[src/rtl/reg_bank_pkg.sv]
// Shared defaults and helpers for the register-bank write arbiter.
// Sizes the address and pointer widths and locates per-requester fields in flat buses.
package reg_bank_pkg;

    localparam int unsigned NREQ_DEF = 4;
    localparam int unsigned NREG_DEF = 4;
    localparam int unsigned W_DEF    = 8;

    // Width needed to index n entries; never narrower than one bit.
    function automatic int unsigned calc_aw(input int unsigned n);
        return (n <= 2) ? 1 : $clog2(n);
    endfunction

    // Low bit of requester i's field in a flat bus of w-bit fields.
    function automatic int unsigned slice_lo(input int unsigned i, input int unsigned w);
        return i * w;
    endfunction

endpackage

[src/rtl/rr_arbiter.sv]
// Combinational round-robin pick: first set bit of req_masked at or above ptr, wrapping.
// Duplicating the request vector turns the wrap into a plain lowest-bit search.
module rr_arbiter
    import reg_bank_pkg::*;
#(
    parameter int unsigned N = 4,
    localparam int unsigned PW = calc_aw(N)
) (
    input  logic [N-1:0]  req_masked,
    input  logic [PW-1:0] ptr,
    output logic [N-1:0]  win,
    output logic          win_valid
);

    logic [2*N-1:0] dbl_req;
    logic [2*N-1:0] dbl_mask;
    logic [2*N-1:0] dbl_hit;

    always_comb begin
        dbl_req  = {req_masked, req_masked};
        dbl_mask = '0;
        for (int j = 0; j < 2 * N; j++) begin
            dbl_mask[j] = (j >= int'(ptr));
        end
        dbl_hit   = dbl_req & dbl_mask;
        win       = '0;
        win_valid = 1'b0;
        for (int j = 0; j < 2 * N; j++) begin
            if (dbl_hit[j] && !win_valid) begin
                win_valid   = 1'b1;
                win[j % N]  = 1'b1;
            end
        end
    end

endmodule

[src/rtl/reg_bank_wr_arbiter.sv]
// Register bank with one round-robin arbitrated write port and a combinational read port.
// A requester is masked while its gnt is high so a held req is not written twice.
module reg_bank_wr_arbiter
    import reg_bank_pkg::*;
#(
    parameter int unsigned NREQ = NREQ_DEF,
    parameter int unsigned NREG = NREG_DEF,
    parameter int unsigned W    = W_DEF,
    localparam int unsigned AW  = calc_aw(NREG)
) (
    input  logic              clk,
    input  logic              reset,
    input  logic [NREQ-1:0]   req,
    input  logic [NREQ*AW-1:0] wr_addr,
    input  logic [NREQ*W-1:0] wr_data,
    output logic [NREQ-1:0]   gnt,
    output logic              busy,
    input  logic [AW-1:0]     rd_addr,
    output logic [W-1:0]      rd_data
);

    localparam int unsigned PW = calc_aw(NREQ);

    logic [PW-1:0]   ptr_q, ptr_d;
    logic [NREQ-1:0] gnt_q, gnt_d;
    logic            busy_q, busy_d;
    logic [W-1:0]    regs_q [NREG];
    logic [W-1:0]    regs_d [NREG];

    logic [NREQ-1:0] eligible;
    logic [NREQ-1:0] win;
    logic            win_valid;
    logic [PW-1:0]   win_idx;
    logic [AW-1:0]   sel_addr;
    logic [W-1:0]    sel_data;

    assign eligible = req & ~gnt_q;

    rr_arbiter #(
        .N (NREQ)
    ) u_arb (
        .req_masked (eligible),
        .ptr        (ptr_q),
        .win        (win),
        .win_valid  (win_valid)
    );

    always_comb begin
        win_idx  = '0;
        sel_addr = '0;
        sel_data = '0;
        for (int i = 0; i < NREQ; i++) begin
            if (win[i]) begin
                win_idx  = PW'(i);
                sel_addr = wr_addr[slice_lo(i, AW) +: AW];
                sel_data = wr_data[slice_lo(i, W) +: W];
            end
        end
    end

    always_comb begin
        gnt_d  = win;
        busy_d = win_valid;
        ptr_d  = ptr_q;
        regs_d = regs_q;
        if (win_valid) begin
            ptr_d            = (win_idx == PW'(NREQ - 1)) ? '0 : win_idx + 1'b1;
            regs_d[sel_addr] = sel_data;
        end
    end

    always_ff @(posedge clk or negedge reset) begin
        if (!reset) begin
            ptr_q  <= '0;
            gnt_q  <= '0;
            busy_q <= 1'b0;
            regs_q <= '{default: '0};
        end else begin
            ptr_q  <= ptr_d;
            gnt_q  <= gnt_d;
            busy_q <= busy_d;
            regs_q <= regs_d;
        end
    end

    assign gnt     = gnt_q;
    assign busy    = busy_q;
    assign rd_data = regs_q[rd_addr];

endmodule
[config.mk]
export PLATFORM = sky130hd
export DESIGN_NAME = reg_bank_wr_arbiter
export DESIGN_NICKNAME = d
export VERILOG_FILES = /design/src/rtl/reg_bank_pkg.sv /design/src/rtl/rr_arbiter.sv /design/src/rtl/reg_bank_wr_arbiter.sv
export SDC_FILE = /design/constraint.sdc
export NUM_CORES = 1
export LEC_CHECK = 0
export BUFFER_PORTS_ARGS = -buffer_cell sky130_fd_sc_hd__buf_2
export CELL_PAD_IN_SITES_DETAIL_PLACEMENT = 0
export CELL_PAD_IN_SITES_GLOBAL_PLACEMENT = 2
export CORE_ASPECT_RATIO = 0.5
export CORE_UTILIZATION = 27
export CTS_CLUSTER_SIZE = 10
export DETAILED_ROUTE_END_ITERATION = 16
export GPL_ROUTABILITY_DRIVEN = 0
export PLACE_DENSITY_LB_ADDON = 0.1
export SLEW_MARGIN = 20
export SYNTH_ARGS = -nofsm -noshare
export SYNTH_HDL_FRONTEND = slang
export SYNTH_SLANG_ARGS = --single-unit
[constraint.sdc]
create_clock -name clk -period 6.7 [get_ports clk]
set_input_delay 1.34 -clock clk [delete_from_list [all_inputs] [get_ports clk]]
set_output_delay 1.34 -clock clk [all_outputs]
set_load 0.005 [all_outputs]
==> flow_summary.yaml <==
clock_tree:
  htreeDepth: 2
  clk-insertion-delay-late_ns: 0.27
  cts_setup_buffers: 0
  tritoncts: "done"
  clockRootBuffer: "clkbuf_16"
  path_clk_slew_ns: 0.06
  cts_resized: 0
  ctsHoldBuffers: 0
  cts.sinks: 39
  cts-buffers-inserted: 5
  cts_buffer_depth: 2
timing:
  hold-worst-slack_ns: 0.501
  worst_slack_ns: 3.04
  worstMarginPinSlew_ns: 0.882
  hold_viol: 0
  grt_setup_unrepaired: "no"
  finalCritPeriodShare_pct: 54.7
  setup_violations: 0
  skew_ns: 0.00458
  period_needed_ns: 3.66
  drv_slew: 0
  setup_tns_ns: 0
  fmaxAchievable_mhz: 273
  relSlewSlack_pct: 41.2
detailed_routing:
  ant_nets: 0
  drtIter0Drc: 100
  wirelength_um: 5700
  drc: 0
  avgViaCountPerCell: 5.01
  dr.pass1.iters: 4
  wl_per_cell_um: 16.9
  vias: 1693
floorplan:
  rows: 22
  die-area_um2: 8460
  start_util_pct: 28.8
  design.core.area_um2: 7570
  die_x_um: 129
  die_height_um: 65.5
  io_pins: 61
place:
  pre_cts_slack_ns: 2.76
  portBuffers: 60
  place_hpwl_um: 4240
global_routing:
  met1_usage_pct: 19.9
  grt_max_degree: 40
  overflow: 0
  gr-usage-met2_pct: 23.2
  grt_use_total_pct: 14.4
  grt_pass1_vias: 1747
  grt.busiest_layer: "met2"
  grtUsageMet3_pct: 3.09
  grt_pass1_wl_um: 9130
  antenna_found_initial: 0
flow_run:
  maxCapViolations: 0
worst_setup_path:
  arrival_ns: 2.32
  crit_fanout: 8
  worstPathRequired_ns: 5.36
  r2r-start: "ptr_q[1]"
  path_class: "in -> out"
  startpoint_type: "input port"
  crit_start: "rd_addr[0]"
  end_kind: "output pin"
logic_synthesis:
  ys_ff_latch: 39
  synthesis.nets: 217
  ys_warn_count: 0
  synth.avg_cell_area_um2: 12.9
  synth-edff-count: 0
  seq_area_frac_synth_pct: 44.8
  synth_flop_cell: "dfrtp_1"
  async_flop_share_pct: 100
  synth.distinct_cells: 43
  synthCells: 169
  synth_area_um2: 2180
outcome:
  status: "finished clean"
worst_hold_path:
  min_from: "regs_q[22]"
  hold_class: "reg -> reg"
power_and_ir_drop:
  p_leak_uw: 0.00121
  p_per_area_nw_per_um2: 509
  ir_drop_v: 0.000151
  power.total_uw: 1380
finish:
  seq_area_um2: 976
  drive_gt1_share_pct: 50.4
  area_delta_synth_final_pct: 24.7
  multiInputGateArea_um2: 1150
  fill_cells: 753
  antenna_cells: 0
  utilization_pct: 35.9
  final_nets: 277
[cells in the mapped netlist (2+ instances only)]
| library cell | number | area [µm²] |
|---|---|---|
| nand2_1 | 3 | 11.3 |
| a21oi_1 | 12 | 60.1 |
| nor4_1 | 2 | 12.5 |
| or3b_1 | 3 | 26.3 |
| o22ai_1 | 2 | 12.5 |
| nor2b_1 | 3 | 18.8 |
| inv_1 | 3 | 11.3 |
| nand3_1 | 4 | 20.0 |
| or3_1 | 2 | 12.5 |
| nor2_1 | 9 | 33.8 |
| mux4_2 | 8 | 180 |
| dfrtp_1 | 39 | 976 |
| a21boi_0 | 2 | 15.0 |
| nand2b_1 | 3 | 18.8 |
| mux2_4 | 8 | 120 |
| nand3b_1 | 2 | 15.0 |
| clkbuf_1 | 4 | 15.0 |
| nor3_1 | 3 | 15.0 |
| a22oi_1 | 2 | 15.0 |
| mux2_2 | 24 | 270 |
| a222oi_1 | 8 | 80.1 |
| buf_6 | 2 | 22.5 |
[state kept, by name, indices dropped and copies added (netlist names)]
| signal | flops |
|---|---|
| ptr_q | 2 |
| regs_q | 32 |
| gnt | 4 |
| busy | 1 |
[power by group]
group / internal, µW / switching (µW) / total [µW]
registers: 357 / 74.5 / 432
clock network: 137 / 89.0 / 226
logic: 381 / 345 / 726
[kinds of logic (layout without fill, tap and decap cells)]
group,Yosys count,count (layout),share of synthesized area (%)
AO/OA/AOI/OAI,39,39,15.7
AND/OR/NAND/NOR,40,40,10.7
flip-flops,39,39,44.8
multiplexers,40,40,26.2
buffers and inverters,11,72,2.64
[final timing paths]
check                             end  slack [ns]  depth (start not counted)
max in group asynchronous  regs_q[30]        4.96                          1
hold / removal             regs_q[22]        0.50                          1
setup reg to reg           regs_q[25]        3.70                          6
setup / recovery           rd_data[4]        3.04                          3
min in group asynchronous        busy        1.19                          1
hold reg to reg            regs_q[22]        0.50                          1
[worst max-delay path, cell delays in order]
cell    delay [ns]
buf_2         0.29
mux4_2        0.55
buf_2         0.14
[metal layers]
| metal | wire, µm | vias to the layer above |
|---|---|---|
| li1 | - | 787 |
| met5 | 0 | - |
| met2 | 2560 | 33 |
| met3 | 204 | 5 |
| met4 | 44 | 0 |
| met1 | 2900 | 868 |
[through the flow]
step / instances / cell area (µm²)
5_1_grt: 338 / 2720
3_3_place_gp: 330 / 2580
2_1_floorplan: 169 / 2180
6_report: 338 / 2720
3_5_place_dp: 330 / 2580
4_1_cts: 338 / 2720
[cell usage in the layout, fill, tap and decap left out, drive strengths merged, types with 2 or more instances in the layout]
cell type,count
clkbuf,6
or3b,4
nor2,10
nand3b,2
dfrtp,39
nand2,3
a21boi,2
inv,3
a222oi,8
or3,2
a311oi,2
mux4,8
o22ai,3
nand2b,4
a21oi,13
nor4,2
mux2,32
nor3,3
a22oi,2
nor2b,3
buf,61
nand3,4
[layout make-up]
type	instances	area share, %
multi-input combinational	119	42.2
inverter	3	0.414
clock inverter	2	0.460
sequential	39	35.9
timing repair buffer	61	11.3
clock buffer	6	4.74
tap	108	4.97
(Power assumes the default switching activity.)
